--- src/rtl/mp_pkg.sv ---
// Shared definitions for the multi-precision add/sub datapath: default widths
// common to mp_adder and mp_operand_loader, and the loader state encoding.
package mp_pkg;

    localparam int MP_OPERAND_WIDTH = 128;
    localparam int MP_WORD_WIDTH    = 32;

    typedef enum logic [2:0] {
        IDLE,
        LOAD_A,
        LOAD_B,
        START,
        WAIT_DONE
    } loaderState_e;

endpackage

--- src/rtl/mp_word_packer.sv ---
// Assembles an OPERAND_WIDTH register from WORD_WIDTH slices written by index.
// MP_LOADER_MSW_FIRST_EN: index 0 lands in the most-significant slice.
module mp_word_packer
    import mp_pkg::*;
#(
    parameter int OPERAND_WIDTH = MP_OPERAND_WIDTH,
    parameter int WORD_WIDTH    = MP_WORD_WIDTH,
    parameter int N             = OPERAND_WIDTH / WORD_WIDTH,
    parameter int IDX_W         = (N > 1) ? $clog2(N) : 1
) (
    input  logic                     iClk,
    input  logic                     iRst,
    input  logic                     iWe,
    input  logic [IDX_W-1:0]         iIdx,
    input  logic [WORD_WIDTH-1:0]    iWord,
    output logic [OPERAND_WIDTH-1:0] oOperand
);

    // NOTE: sequential state is written with <= only, so every reader of
    // oOperand sees the pre-edge value regardless of process ordering.
    always_ff @(posedge iClk) begin
        if (iRst) begin
            oOperand <= '0;
        end else if (iWe) begin
            for (int k = 0; k < N; k++) begin
`ifdef MP_LOADER_MSW_FIRST_EN
                if (iIdx == IDX_W'(N - 1 - k)) begin
`else
                if (iIdx == IDX_W'(k)) begin
`endif
                    oOperand[k*WORD_WIDTH +: WORD_WIDTH] <= iWord;
                end
            end
        end
    end

endmodule

--- src/rtl/mp_operand_loader.sv ---
// Collects a command plus two word-serial operands and launches mp_adder.
// MP_LOADER_MSW_FIRST_EN (in mp_word_packer) selects most-significant word first.
module mp_operand_loader
    import mp_pkg::*;
#(
    parameter int OPERAND_WIDTH = MP_OPERAND_WIDTH,
    parameter int WORD_WIDTH    = MP_WORD_WIDTH
) (
    input  logic                     iClk,
    input  logic                     iRst,
    input  logic                     iCmdValid,
    input  logic                     iCmdSub,
    output logic                     oCmdReady,
    input  logic                     iWordValid,
    input  logic [WORD_WIDTH-1:0]    iWord,
    output logic                     oWordReady,
    output logic                     oStart,
    output logic                     oSub,
    output logic [OPERAND_WIDTH-1:0] oOpA,
    output logic [OPERAND_WIDTH-1:0] oOpB,
    input  logic                     iAdderDone,
    output logic                     oBusy
);

    localparam int N = OPERAND_WIDTH / WORD_WIDTH;
    // A single-word operand still needs a one-bit index port.
    localparam int IDX_W = (N > 1) ? $clog2(N) : 1;

    loaderState_e     state, stateNext;
    logic [IDX_W-1:0] wordCnt;
    logic             sub;
    logic             cmdFire, wordFire, lastWord;

    assign cmdFire  = iCmdValid & oCmdReady;
    assign wordFire = iWordValid & oWordReady;
    assign lastWord = (wordCnt == IDX_W'(N - 1));

    always_ff @(posedge iClk) begin
        if (iRst) begin
            state   <= IDLE;
            wordCnt <= '0;
            sub     <= 1'b0;
        end else begin
            state <= stateNext;
            if (cmdFire) begin
                sub     <= iCmdSub;
                wordCnt <= '0;
            end else if (wordFire) begin
                wordCnt <= lastWord ? '0 : wordCnt + 1'b1;
            end
        end
    end

    // NOTE: every output of this block gets a default first, so no path
    // through the case leaves a signal unassigned and no latch is inferred.
    always_comb begin
        stateNext  = state;
        oCmdReady  = 1'b0;
        oWordReady = 1'b0;
        oStart     = 1'b0;
        case (state)
            IDLE: begin
                oCmdReady = 1'b1;
                if (iCmdValid) stateNext = LOAD_A;
            end
            LOAD_A: begin
                oWordReady = 1'b1;
                if (iWordValid && lastWord) stateNext = LOAD_B;
            end
            LOAD_B: begin
                oWordReady = 1'b1;
                if (iWordValid && lastWord) stateNext = START;
            end
            START: begin
                oStart    = 1'b1;
                stateNext = WAIT_DONE;
            end
            WAIT_DONE: begin
                if (iAdderDone) stateNext = IDLE;
            end
            default: stateNext = IDLE;
        endcase
    end

    assign oBusy = (state != IDLE);
    assign oSub  = sub;

    mp_word_packer #(
        .OPERAND_WIDTH(OPERAND_WIDTH),
        .WORD_WIDTH   (WORD_WIDTH)
    ) uPackA (
        .iClk    (iClk),
        .iRst    (iRst),
        .iWe     (wordFire && (state == LOAD_A)),
        .iIdx    (wordCnt),
        .iWord   (iWord),
        .oOperand(oOpA)
    );

    mp_word_packer #(
        .OPERAND_WIDTH(OPERAND_WIDTH),
        .WORD_WIDTH   (WORD_WIDTH)
    ) uPackB (
        .iClk    (iClk),
        .iRst    (iRst),
        .iWe     (wordFire && (state == LOAD_B)),
        .iIdx    (wordCnt),
        .iWord   (iWord),
        .oOperand(oOpB)
    );

endmodule

--- config.mk ---
export PLATFORM = sky130hd
export DESIGN_NAME = mp_operand_loader
export DESIGN_NICKNAME = d
export VERILOG_FILES = /design/src/rtl/mp_pkg.sv /design/src/rtl/mp_word_packer.sv /design/src/rtl/mp_operand_loader.sv
export SDC_FILE = /design/constraint.sdc
export NUM_CORES = 1
export LEC_CHECK = 0
export ABC_AREA = 1
export CORE_MARGIN = 1.5
export CORE_UTILIZATION = 46
export CTS_CLUSTER_SIZE = 14
export DETAILED_ROUTE_END_ITERATION = 10
export PLACE_DENSITY = 0.79
export SLEW_MARGIN = 25
export SYNTH_ARGS = -nofsm -noshare
export SYNTH_HDL_FRONTEND = slang
export SYNTH_SLANG_ARGS = --single-unit
--- constraint.sdc ---
create_clock -name iClk -period 1.74 [get_ports iClk]
set_input_delay 0.174 -clock iClk [delete_from_list [all_inputs] [get_ports iClk]]
set_output_delay 0.174 -clock iClk [all_outputs]
set_load 0.02 [all_outputs]
**Word-level counts from Yosys, hierarchy flattened**

Index checks and enable logic that the tools add are counted.

- $add $sub $neg: 1
- Multipliers: 0
- Divide/modulo/power cells: 0
- $lt $le $gt $ge: 0
- Equal/unequal tests: 11
- Shift-type cells: 0
- Multiplexer cells: 9
- Bitwise logic cells: 2
- Reductions and logical operators: 17

Operator list:

| cell | number |
|---|---|
| $reduce_and 2->1 | 8 |
| $pmux 3 s5 | 1 |
| $mux 3 | 4 |
| $ne 2x2->1 const B | 4 |
| $eq 3x2->1 const B | 2 |
| $eq 2x2->1 const B | 2 |
| $reduce_and 4->1 | 1 |
| $reduce_or 2->1 | 2 |
| $eq 3x1->1 const B | 1 |
| $eq 3x3->1 const B | 1 |
| $logic_and 1x1->1 | 3 |
| $logic_not 3->1 | 1 |
| $mux 1 | 3 |
| $reduce_bool 3->1 | 1 |
| $add 2x1->2 const B | 1 |
| $and 1x1->1 | 2 |
| $eq 2x1->1 const B | 1 |
| $logic_not 2->1 | 1 |
| $mux 2 | 1 |

- Bits in registers: 262
- Bits in latches: 0
- RAM bits: 0
- Bits in read-only memories: 0
- Bits of input ports: 38
- Output and inout port bits: 261
- Logic and storage cells: 51
- Memories kept: 0

**Logic depth before layout (Yosys ltp)**

Gate-level depths: netlist of the first run.

- Word-level depth: 6
- Mapped depth: 8
- Mapped depth without buffers: 8

**By module**

Synthesis of the first run repeated with hierarchy kept, for this count alone.

- Cell total of the unflattened synthesis: 1693
- Area total of the unflattened synthesis: 10948.0 sq um

Modules (own cells, without submodules):

| module | times used | cells an instance | area each (sq um) | seq. area each (sq um) |
|---|---|---|---|---|
| mp_word_packer | 2 | 820 | 5297.6 | 2562.5 |
| mp_operand_loader | 1 | 53 | 352.8 | 120.1 |

**Worst setup path before layout of the first run**

Ideal clock, no wire load.

- Kind: register -> register
- Start point: reg wordCnt[0]
- End point: reg uPackA.oOperand[100]
- Library setup time: 0.116 ns
- Data arrival time: 1.434 ns
- Required time: 1.624 ns
- Setup slack: 0.190 ns
- Stages on the path, launching flop included: 9
- Buffers on the path: 2
- Clock period less this slack: 1.550 ns
- Path through: dfxtp_1 > ha_1 > clkbuf_1 > nand2_1 > nor2_4 > inv_2 > clkbuf_1 > nor2_1 > nor2_1

- Word-level cells in the longest chain between the ends: 2

RTL lines:

| what | line | RTL |
|---|---|---|
| start, declared | mp_operand_loader.sv:30 | `logic [IDX_W-1:0] wordCnt;` |
| start signal, assigned | mp_operand_loader.sv:49 | `wordCnt <= lastWord ? '0 : wordCnt + 1'b1;` |
| $eq 2x2->1 | mp_word_packer.sv:29 | `if (iIdx == IDX_W'(k)) begin` |
| $reduce_and 2->1 (no line) | - |  |
| end signal, assigned by index | mp_word_packer.sv:31 | `oOperand[k*WORD_WIDTH +: WORD_WIDTH] <= iWord;` |
| end, declared | mp_word_packer.sv:16 | `output logic [OPERAND_WIDTH-1:0] oOperand` |

No other way between the ends.
A chain may end at the register's enable or synchronous reset.

**Worst setup path in the final report of the first run**

- Start point: reg state[0]
- End point: out oBusy

- Word-level cells in the longest chain between the ends: 1

RTL lines:

| what | line | RTL |
|---|---|---|
| start, declared | mp_operand_loader.sv:29 | `loaderState_e state, stateNext;` |
| start signal, assigned | mp_operand_loader.sv:44 | `state <= stateNext;` |
| $reduce_bool 3->1 | mp_operand_loader.sv:85 | `assign oBusy = (state != IDLE);` |
| end, declared | mp_operand_loader.sv:22 | `output logic oBusy` |

No other way between the ends.

==> results of run 1 <==
-- routing by layer --
metal | GRT usage (%) | wire (um)
met5 | 0 | 0
met4 | 9.14 | 1000
met3 | 8.57 | 3100
met2 | 46.7 | 14500
met1 | 35.1 | 12700
-- state kept, by name, summed over array words and instances (netlist names) --
signal           count
oSub                 1
uPackA.oOperand    128
state                3
wordCnt              2
uPackB.oOperand    128
-- kinds of logic (layout without fill, tap and decap cells) --
group                      count (synthesis)  after routing
DFF                                      262            262
AOI/OAI and AO/OA                        261            261
adders and majority gates                  4              4
and+or+nand+nor                          558            558
buffers and inverters                    135            405
-- metrics by stage --
stage | hold slack (ns) | worst slack, ns | TNS, ns
CTS | 0.224 | -0.0291 | -0.0291
global placement | 0.446 | 0.0301 | 0
global route | 0.253 | -0.0322 | -0.0322
detailed placement | 0.453 | -0.00819 | -0.0455
finish | 0.197 | 0.0100 | 0
floorplan | 0.337 | 0.190 | 0
-- power by group through the flow --
| stage | Clock [uW] | Combinational (uW) | Sequential [uW] |
|---|---|---|---|
| floorplan | 0 | 1330 | 7130 |
| global placement | 0 | 3050 | 6730 |
| detailed placement | 0 | 3100 | 6740 |
| CTS | 5630 | 3080 | 6630 |
| global route | 5880 | 3350 | 6680 |
| finish | 5550 | 3120 | 6630 |
-- worst max-delay path, stage by stage (launching register included) --
cell and delay [ns]:
dfxtp_2 0.35, nor2_4 0.16, inv_1 0.09, nor2_2 0.14
inv_1 0.05, clkdlybuf4s15_2 0.25
-- final cells by class --
type,instances,area [um^2]
clock buffer,35,756
timing repair buffer,338,3400
sequential,262,5250
multi-input combinational,823,3600
fill,1674,6730
tap,270,338
clock inverter,11,93.8
inverter,21,81.3
-- timing repair --
item                                    in CTS  in global routing
buffers inserted                             0                  2
gates cloned                                 0                  0
hold buffers                                 0                  0
endpoints found under the setup margin       5                 21
gates resized for setup                     15                 13
pin swaps                                    0                  1
-- path summary, 6_finish.rpt --
path,start,end,slack (ns),depth (start not counted)
max,state[0]$_SDFFE_PP0P_,oBusy,0.01,5
min,iRst,uPackB.oOperand[105]$_SDFFE_PP0P_,0.20,3
max reg2reg,wordCnt[0]$_SDFFE_PP0N_,uPackB.oOperand[99]$_SDFFE_PP0P_,0.12,6
min reg2reg,uPackB.oOperand[114]$_SDFFE_PP0P_,uPackB.oOperand[114]$_SDFFE_PP0P_,0.46,2
-- cell usage in the layout, fill, tap and decap left out, types with 2 or more instances in the layout --
master	instances
clkdlybuf4s15_2	2
clkbuf_1	3
nor2_1	268
o21ai_1	19
buf_12	8
a21oi_1	130
nand2_1	239
nand3_1	38
clkbuf_8	5
ha_1	3
dfxtp_1	260
inv_2	2
dfxtp_2	2
inv_1	18
clkinv_4	2
clkdlybuf4s50_1	284
dlymetal6s2s_1	8
buf_4	32
nor2_4	2
clkinv_2	6
nor2_2	5
nand3_4	2
clkbuf_16	27
nor3_4	3
o21ai_0	112
==> run metrics, run 1 <==
status completed; Yosys Warn Count 0; Starting Density 46.9%; total global routing track utilization 28.2%; Syn-to-layout area delta 42.2%; first-pass GRT wire length 48300 um; FFs w/ async S/R, synth 0%; Vias 9125; CP max FO 5; # nets final 1515; Pwr Density 1130 mW/mm^2; Post-synth top flop dfxtp_1; Sw Share 29.3%; Die W 147 um; post-route ant nets 0; CTS HTree Levels 1; # diodes 0; Synth Area in Adders 0.527%; DRC viols 0; DR pass1 iterations 4; DRT iter0 DRCs 520; Max Fclk 0.578 GHz; Max Cap Viol 0; clock sinks 262; vias in the first global route 8589; NetSw 4480 uW; Port-buffer cells 298; final wirelength 31300 um; Area after DPL 0.0126 mm^2; Yosys reg bits 262; Hold Fails Final Rpt 0; clock network fraction of design power 36.3%; share of cells above drive strength 1 7.11%; Syn Std Cell Area 0.00950 mm^2; # IOs 299; Cells after Synth 1220; Placer Congestion 0.831; Max Clock Skew 0.0214 ns; via-per-instance ratio 5.18; post-synthesis compound-gate area fraction 13.8%; Die Span Y 147 um; Final Core Density 66.8%; Inserted Clock Buffers 27; Clock Pin Slew Worst Setup and Hold Paths 0.06 ns; Synth Area per Inst 7.79 um^2; WL/cell 17.8 um; main combinational cell family by area after synthesis simple AND/OR/NAND/NOR gates; sequential-to-total area share from yosys stat 55.2%; TritonCTS clock tree built; post-detail-place hpwl 20900 um; Yosys cell types 20; die area 0.0215 mm^2; Synth Net Count 1262; Finished Cell Area 0.0135 mm^2; top cells by count, synth nor2_1, dfxtp_1, nand2_1, a21oi_1, o21ai_0; crit path kind reg2out; core box area 0.0202 mm^2; normalized max-slew margin 56.8%; antenna violations before repair 0; non-filler instance count after layout 1760; simple-gate share of the synthesized area 23.5%; Comb pwr share 20.4%; Tmin final 1.73 ns; Max IR drop VDD 669 uV; CP arrival 1.56 ns; placed insts 1712; worst min-delay path class in2reg; mux contribution to synthesized area 0%; pin slew with the least headroom to its limit 0.648 ns; RSZ-0062 raised after global routing true; EDFF count, synth 0; kind of end point of the critical path output port; static leakage 0.00531 uW; grt total ovfl 0; Synth area leader dfxtp_1; share of the synthesized area in the top cell type 55.2%; Int Power 10800 uW; Max Buffers Root-to-Sink 3; crit path launch type register; total power 15300 uW; Std-Cell Rows 52; Final Cycle Share 99.4%; synth top area cells dfxtp_1, nor2_1, nand2_1, a21oi_1, o21ai_0; Max Transition Viols Final 0; Final setup violation count 0; most frequent cell after synthesis nor2_1; root buf cell clkbuf_16; worst endpoint required time 1.57 ns; clk_lat worst skew 0.53 ns; largest net degree at the start of global routing 132; post-synthesis xor/xnor area fraction 0%; Seq pwr share 43.3%
(Power assumes the default switching activity.)
==> run 2, diff against run 1 <==
--- a/config.mk
+++ b/config.mk
@@ -6,6 +6,8 @@
 export NUM_CORES = 1
 export LEC_CHECK = 0
 export ABC_AREA = 1
+export CAP_MARGIN = 20
+export CORE_ASPECT_RATIO = 1.75
 export CORE_MARGIN = 1.5
 export CORE_UTILIZATION = 46
 export CTS_CLUSTER_SIZE = 14
==> run metrics, run 2 (same netlist as run 1, synthesis figures left out) <==
status completed (unchanged); GR Util met1 30.3% (was 35.1%); final wirelength 31900 um (was 31300 um); Tmin final 1.69 ns (was 1.73 ns); Finished Cell Area 0.0133 mm^2 (was 0.0135 mm^2); slowest stage cell, crit path clkdlybuf4s50_1 (was dfxtp_2); r2r endpoint uPackB.oOperand[98]$_SDFFE_PP0P_ (was uPackB.oOperand[99]$_SDFFE_PP0P_); number of cells on the critical path 1 (was 5); core box area 0.0203 mm^2 (was 0.0202 mm^2); vias in the first global route 8770 (was 8589); routing usage on met2 52.2% (was 46.7%); # diodes 0 (unchanged); static leakage 0.00507 uW (was 0.00531 uW); largest net degree at the start of global routing 131 (was 132); DRC viols 0 (unchanged); root buf cell clkbuf_16 (unchanged); Final setup violation count 0 (unchanged); first-pass GRT wire length 48400 um (was 48300 um); gr busiest metal met2 (unchanged); worst slack, placed -0.149 ns (was -0.00819 ns); Worst path max stage delay 0.63 ns (was 0.35 ns); post-route setup slack 0.0468 ns (was 0.0100 ns); Pwr Density 1090 mW/mm^2 (was 1130 mW/mm^2); Worst Setup EP oOpA[94] (was oBusy); post-route ant nets 0 (unchanged); share of cells above drive strength 1 6.34% (was 7.11%); worst endpoint required time 1.57 ns (about the same); Max Clock Skew 0.00676 ns (was 0.0214 ns); cells on worst reg2reg path 6 (unchanged); Inserted Clock Buffers 23 (was 27); Vias 9115 (was 9125); clk_lat worst skew 0.50 ns (was 0.53 ns); clock sinks 262 (unchanged); Placer Congestion 0.841 (was 0.831); DRT iter0 DRCs 617 (was 520); CP arrival 1.52 ns (was 1.56 ns); post-detail-place hpwl 22100 um (was 20900 um); fillcell total 1659 (was 1674); placed insts 1697 (was 1712); met3 Usage GRT 4.66% (was 8.57%); Final Core Density 65.5% (was 66.8%); Port-buffer cells 298 (unchanged); Die W 112 um (was 147 um); commonest cells after routing, fill and taps aside clkdlybuf4s50_1, nor2_1, dfxtp_1 (unchanged); antenna violations before repair 0 (unchanged); grt total ovfl 0 (unchanged); via-per-instance ratio 5.27 (was 5.18); Max Cap Viol 0 (unchanged); crit path launch type register (unchanged); kind of end point of the critical path output port (unchanged); Max IR drop VDD 936 uV (was 669 uV); crit path kind reg2out (unchanged); crit-path leading delay family buffers and inverters (unchanged); TritonCTS clock tree built (unchanged); Die Span Y 193 um (was 147 um); normalized max-slew margin 59.4% (was 56.8%); Max Fclk 0.591 GHz (was 0.578 GHz); Worst Path Buf+Inv 1 (was 3); non-filler instance count after layout 1730 (was 1760); r2r startpoint wordCnt[0]$_SDFFE_PP0N_ (unchanged); Final Cycle Share 97.3% (was 99.4%); worst min-delay path class in2reg (unchanged); hold_ws 0.233 ns (was 0.197 ns); # IOs 299 (unchanged); register-to-register setup slack 0.12 ns (about the same); Setup crit start uPackA.oOperand[94]$_SDFFE_PP0P_ (was state[0]$_SDFFE_PP0P_); # nets final 1516 (was 1515); Max Transition Viols Final 0 (unchanged); commonest non-fill, non-tap cell in the layout clkdlybuf4s50_1 (unchanged); DR pass1 iterations 5 (was 4); Area after DPL 0.0126 mm^2 (about the same); Syn-to-layout area delta 39.8% (was 42.2%); Std-Cell Rows 69 (was 52); CP max FO 2 (was 5); total global routing track utilization 28.3% (was 28.2%); Largest regs uPackA.oOperand: 128 flops, uPackB.oOperand: 128 flops, state: 3 flops (unchanged); Hold Fails Final Rpt 0 (unchanged); Starting Density 46.8% (was 46.9%); die area 0.0216 mm^2 (was 0.0215 mm^2); critical-path cell list clkdlybuf4s50_1 (was nor2_4 -> inv_1 -> nor2_2 -> inv_1 -> clkdlybuf4s15_2); Clock Pin Slew Worst Setup and Hold Paths 0.07 ns (was 0.06 ns); WL/cell 18.4 um (was 17.8 um); RSZ-0062 raised after global routing true (unchanged); pin slew with the least headroom to its limit 0.608 ns (was 0.648 ns); CTS HTree Levels 1 (unchanged); Max Buffers Root-to-Sink 3 (unchanged)
## run 2: area by class of cell
| type | count | area [um^2] | share of cell area [%] |
|---|---|---|---|
| flip-flops and latches | 262 | 5250 | 39.5 |
| clock buffers | 32 | 649 | 4.89 |
| clock inverters | 1 | 7.51 | 0.0565 |
| repair buffers | 343 | 3390 | 25.5 |
| multi-input cells | 823 | 3600 | 27.1 |
| inverters | 21 | 80.1 | 0.603 |
| well taps | 248 | 310 | 2.34 |
## run 2: worst register-to-register path, cell delays in order, from the launching register on
cell and delay, ns:
dfxtp_1 0.42, ha_1 0.22, buf_6 0.29, nand2_1 0.15
buf_4 0.24, nand2_1 0.11, a21oi_1 0.06
## run 2: timing repair
action                                  4_1_cts  5_1_grt
endpoints found under the setup margin        4       32
gates resized for setup                      14        5
pin swaps                                     0        1
buffers inserted                              0        0
hold buffers                                  0        0
## run 2: power by group
| part | switching (uW) | leakage, uW | internal, uW |
|---|---|---|---|
| clock | 2110 | 0.000318 | 2570 |
| combinational | 1890 | 0.00264 | 1250 |
| sequential | 246 | 0.00211 | 6390 |
| total | 4250 | 0.00507 | 10200 |
## run 2: worst min-delay path by stage
stage | from | to | slack [ns] | cells past startpoint
2_1_floorplan | iCmdSub | oSub$_SDFFE_PP0P_ | 0.34 | 2
3_3_place_gp | uPackB.oOperand[115]$_SDFFE_PP0P_ | uPackB.oOperand[115]$_SDFFE_PP0P_ | 0.45 | 2
3_5_place_dp | uPackA.oOperand[75]$_SDFFE_PP0P_ | uPackA.oOperand[75]$_SDFFE_PP0P_ | 0.45 | 2
4_1_cts | iRst | uPackB.oOperand[91]$_SDFFE_PP0P_ | 0.22 | 4
5_1_grt | iRst | uPackA.oOperand[126]$_SDFFE_PP0P_ | 0.26 | 4
6_report | iRst | uPackB.oOperand[89]$_SDFFE_PP0P_ | 0.23 | 4
## run 2: routing by layer
layer,share of wire (%),vias up,wire length [um]
met3,6.4,101,2050
li1,-,4363,-
met1,35,4255,11300
met2,52,396,16700
met4,6.1,0,1940
met5,0,-,0
## run 2: metrics by stage
stage	power (uW)	TNS, ns
floorplan	8460	0
global placement	9880	-1.07
detailed placement	9940	-4.05
CTS	14500	0
global route	15000	-0.00309
finish	14500	0
==> run 3, diff against run 2 <==
--- a/config.mk
+++ b/config.mk
@@ -9,10 +9,12 @@
 export CAP_MARGIN = 20
 export CORE_ASPECT_RATIO = 1.75
 export CORE_MARGIN = 1.5
-export CORE_UTILIZATION = 46
+export CORE_UTILIZATION = 48
+export CTS_BUF_LIST = sky130_fd_sc_hd__clkbuf_8
+export CTS_CLUSTER_DIAMETER = 40
 export CTS_CLUSTER_SIZE = 14
 export DETAILED_ROUTE_END_ITERATION = 10
-export PLACE_DENSITY = 0.79
+export PLACE_DENSITY = 0.82
 export SLEW_MARGIN = 25
 export SYNTH_ARGS = -nofsm -noshare
 export SYNTH_HDL_FRONTEND = slang
==> run metrics, run 3 (same netlist as run 1, synthesis figures left out) <==
status completed (unchanged); clock sinks 262 (unchanged); Final Cycle Share 98.9% (was 97.3%); CP arrival 1.55 ns (was 1.52 ns); TritonCTS clock tree built (unchanged); post-detail-place hpwl 22100 um (about the same); placed insts 1686 (was 1697); via-per-instance ratio 5.38 (was 5.27); antenna violations before repair 0 (unchanged); Tmin final 1.72 ns (was 1.69 ns); Int Power 9520 uW (was 10200 uW); CTS HTree Levels 1 (unchanged); worst min-delay path class in2reg (unchanged); normalized max-slew margin 58.4% (was 59.4%); Post-CTS Setup Bufs 0 (unchanged); Max Fclk 0.581 GHz (was 0.591 GHz); r2r startpoint wordCnt[0]$_SDFFE_PP0N_ (unchanged); WL/cell 18.5 um (was 18.4 um); Clock Pin Slew Worst Setup and Hold Paths 0.09 ns (was 0.07 ns); Starting Density 49.3% (was 46.8%); register-to-register setup slack 0.11 ns (was 0.12 ns); Die Span Y 189 um (was 193 um); Vias 9264 (was 9115); static leakage 0.00562 uW (was 0.00507 uW); clk_lat worst skew 0.54 ns (was 0.50 ns); Worst Path Buf+Inv 1 (unchanged); Inserted Clock Buffers 25 (was 23); share of cells above drive strength 1 6.68% (was 6.34%); # IOs 299 (unchanged); Max Buffers Root-to-Sink 3 (unchanged); grt total ovfl 0 (unchanged); DRC viols 0 (unchanged); DR pass1 iterations 5 (unchanged); DRT iter0 DRCs 537 (was 617); NetSw 4230 uW (was 4250 uW); # nets final 1514 (was 1516); # diodes 0 (unchanged); root buf cell clkbuf_8 (was clkbuf_16); core box area 0.0193 mm^2 (was 0.0203 mm^2); commonest non-fill, non-tap cell in the layout nor2_1 (was clkdlybuf4s50_1); Sequential cell area 0.00525 mm^2 (unchanged); total power 13800 uW (was 14500 uW); Largest regs uPackA.oOperand: 128 flops, uPackB.oOperand: 128 flops, state: 3 flops (unchanged); total global routing track utilization 30.1% (was 28.3%); Seq pwr share 48.2% (was 45.9%); Die W 109 um (was 112 um); Setup crit start uPackB.oOperand[99]$_SDFFE_PP0P_ (was uPackA.oOperand[94]$_SDFFE_PP0P_); Syn-to-layout area delta 38.7% (was 39.8%); Worst Setup EP oOpB[99] (was oOpA[94]); worst endpoint required time 1.57 ns (about the same); first-pass GRT wire length 48300 um (was 48400 um); r2r endpoint uPackA.oOperand[120]$_SDFFE_PP0P_ (was uPackB.oOperand[98]$_SDFFE_PP0P_); slowest stage cell, crit path clkdlybuf4s50_1 (unchanged); Port-buffer cells 298 (unchanged); post-route ant nets 0 (unchanged); WHS Path Cells 3 (was 4); Sw Share 30.8% (was 29.4%); Max Clock Skew 0.0233 ns (was 0.00676 ns); largest net degree at the start of global routing 131 (unchanged); Final setup violation count 0 (unchanged); Max Cap Viol 0 (unchanged); final wirelength 31900 um (about the same); Hold Fails Final Rpt 0 (unchanged); critical-path cell list clkdlybuf4s50_1 (unchanged); CP max FO 2 (unchanged); Worst path max stage delay 0.65 ns (was 0.63 ns); number of cells on the critical path 1 (unchanged); crit path launch type register (unchanged); Max Transition Viols Final 0 (unchanged); Max IR drop VDD 775 uV (was 936 uV); Comb pwr share 23.0% (was 21.8%); Std-Cell Rows 67 (was 69); crit-path leading delay family buffers and inverters (unchanged); fillcell total 1551 (was 1659); Multi-input gate area 0.00360 mm^2 (about the same); pin slew with the least headroom to its limit 0.623 ns (was 0.608 ns); Placer Congestion 0.833 (was 0.841); Pwr Density 1040 mW/mm^2 (was 1090 mW/mm^2); vias in the first global route 8848 (was 8770); clock network fraction of design power 28.8% (was 32.4%); non-filler instance count after layout 1722 (was 1730); RSZ-0062 raised after global routing false (was true); die area 0.0207 mm^2 (was 0.0216 mm^2); cells on worst reg2reg path 6 (unchanged); commonest cells after routing, fill and taps aside nor2_1, dfxtp_1, clkdlybuf4s50_1 (was clkdlybuf4s50_1, nor2_1, dfxtp_1); kind of end point of the critical path output port (unchanged); Post-CTS Hold Buffers 0 (unchanged); crit path kind reg2out (unchanged)
run 3: cell types whose count changed in the layout (fill, tap and decap cells not counted), moves of 2 or more:
| cell | previous run | this run |
|---|---|---|
| dlygate4sd2_1 | 0 | 12 |
| clkbuf_16 | 23 | 0 |
| buf_4 | 38 | 32 |
| clkbuf_8 | 4 | 27 |
| clkdlybuf4s50_1 | 293 | 251 |
| buf_12 | 7 | 9 |
| clkbuf_1 | 5 | 0 |
| dlymetal6s2s_1 | 0 | 30 |
| bufinv_16 | 0 | 3 |
run 3: power by group through the flow:
| stage | combinational [uW] | clock (uW) | sequential [uW] |
|---|---|---|---|
| after floorplan | 1330 | 0 | 7130 |
| after global placement | 3160 | 0 | 6730 |
| after detailed placement | 3210 | 0 | 6750 |
| after CTS | 3190 | 4020 | 6620 |
| after global routing | 3400 | 4260 | 6660 |
| final | 3170 | 3970 | 6620 |
run 3: worst min-delay path, stage by stage:
cell     delay [ns]
buf_4          0.13
buf_12         0.23
a21oi_1        0.17
run 3: how the worst min path moves through the flow:
stage | endpoint | from | slack (ns)
finish | uPackA.oOperand[69]$_SDFFE_PP0P_ | iRst | 0.21
CTS | state[0]$_SDFFE_PP0P_ | iRst | 0.20
floorplan | oSub$_SDFFE_PP0P_ | iCmdSub | 0.34
global route | oSub$_SDFFE_PP0P_ | iCmdSub | 0.24
global placement | uPackB.oOperand[96]$_SDFFE_PP0P_ | uPackB.oOperand[96]$_SDFFE_PP0P_ | 0.45
detailed placement | uPackB.oOperand[116]$_SDFFE_PP0P_ | uPackB.oOperand[116]$_SDFFE_PP0P_ | 0.45
run 3: layout make-up:
type / count / area share (%)
Tap cell: 241 / 2.29
Clock buffer: 27 / 2.82
Sequential cell: 262 / 39.8
Timing Repair Buffer: 339 / 26.1
Clock inverter: 9 / 1.02
Multi-Input combinational cell: 823 / 27.3
Inverter: 21 / 0.608
run 3: metal layers:
layer | global-route usage (%) | up-vias | part of all wire [%]
met5 | 0 | - | 0
met4 | 16.3 | 0 | 5.2
met3 | 5.27 | 89 | 7.4
met2 | 54.3 | 462 | 53
met1 | 32.4 | 4338 | 35
li1 | - | 4375 | -
run 3: timing repair:
item,CTS,global route
endpoints found under the setup margin,16,57
cloned,0,0
gates resized for setup,25,37
run 3: through the flow:
step / worst slack [ns] / hold WS [ns] / util, % / area [um^2] / TNS (ns)
3_5_place_dp: -0.108 / 0.451 / 65.4 / 12600 / -2.74
2_1_floorplan: 0.190 / 0.337 / - / 9500 / 0
5_1_grt: 0.000581 / 0.240 / 68.3 / 13200 / 0
4_1_cts: 0.000268 / 0.203 / 68.0 / 13100 / 0
6_report: 0.0187 / 0.212 / 68.3 / 13200 / 0
3_3_place_gp: -0.0540 / 0.447 / 65.4 / 12600 / -1.17
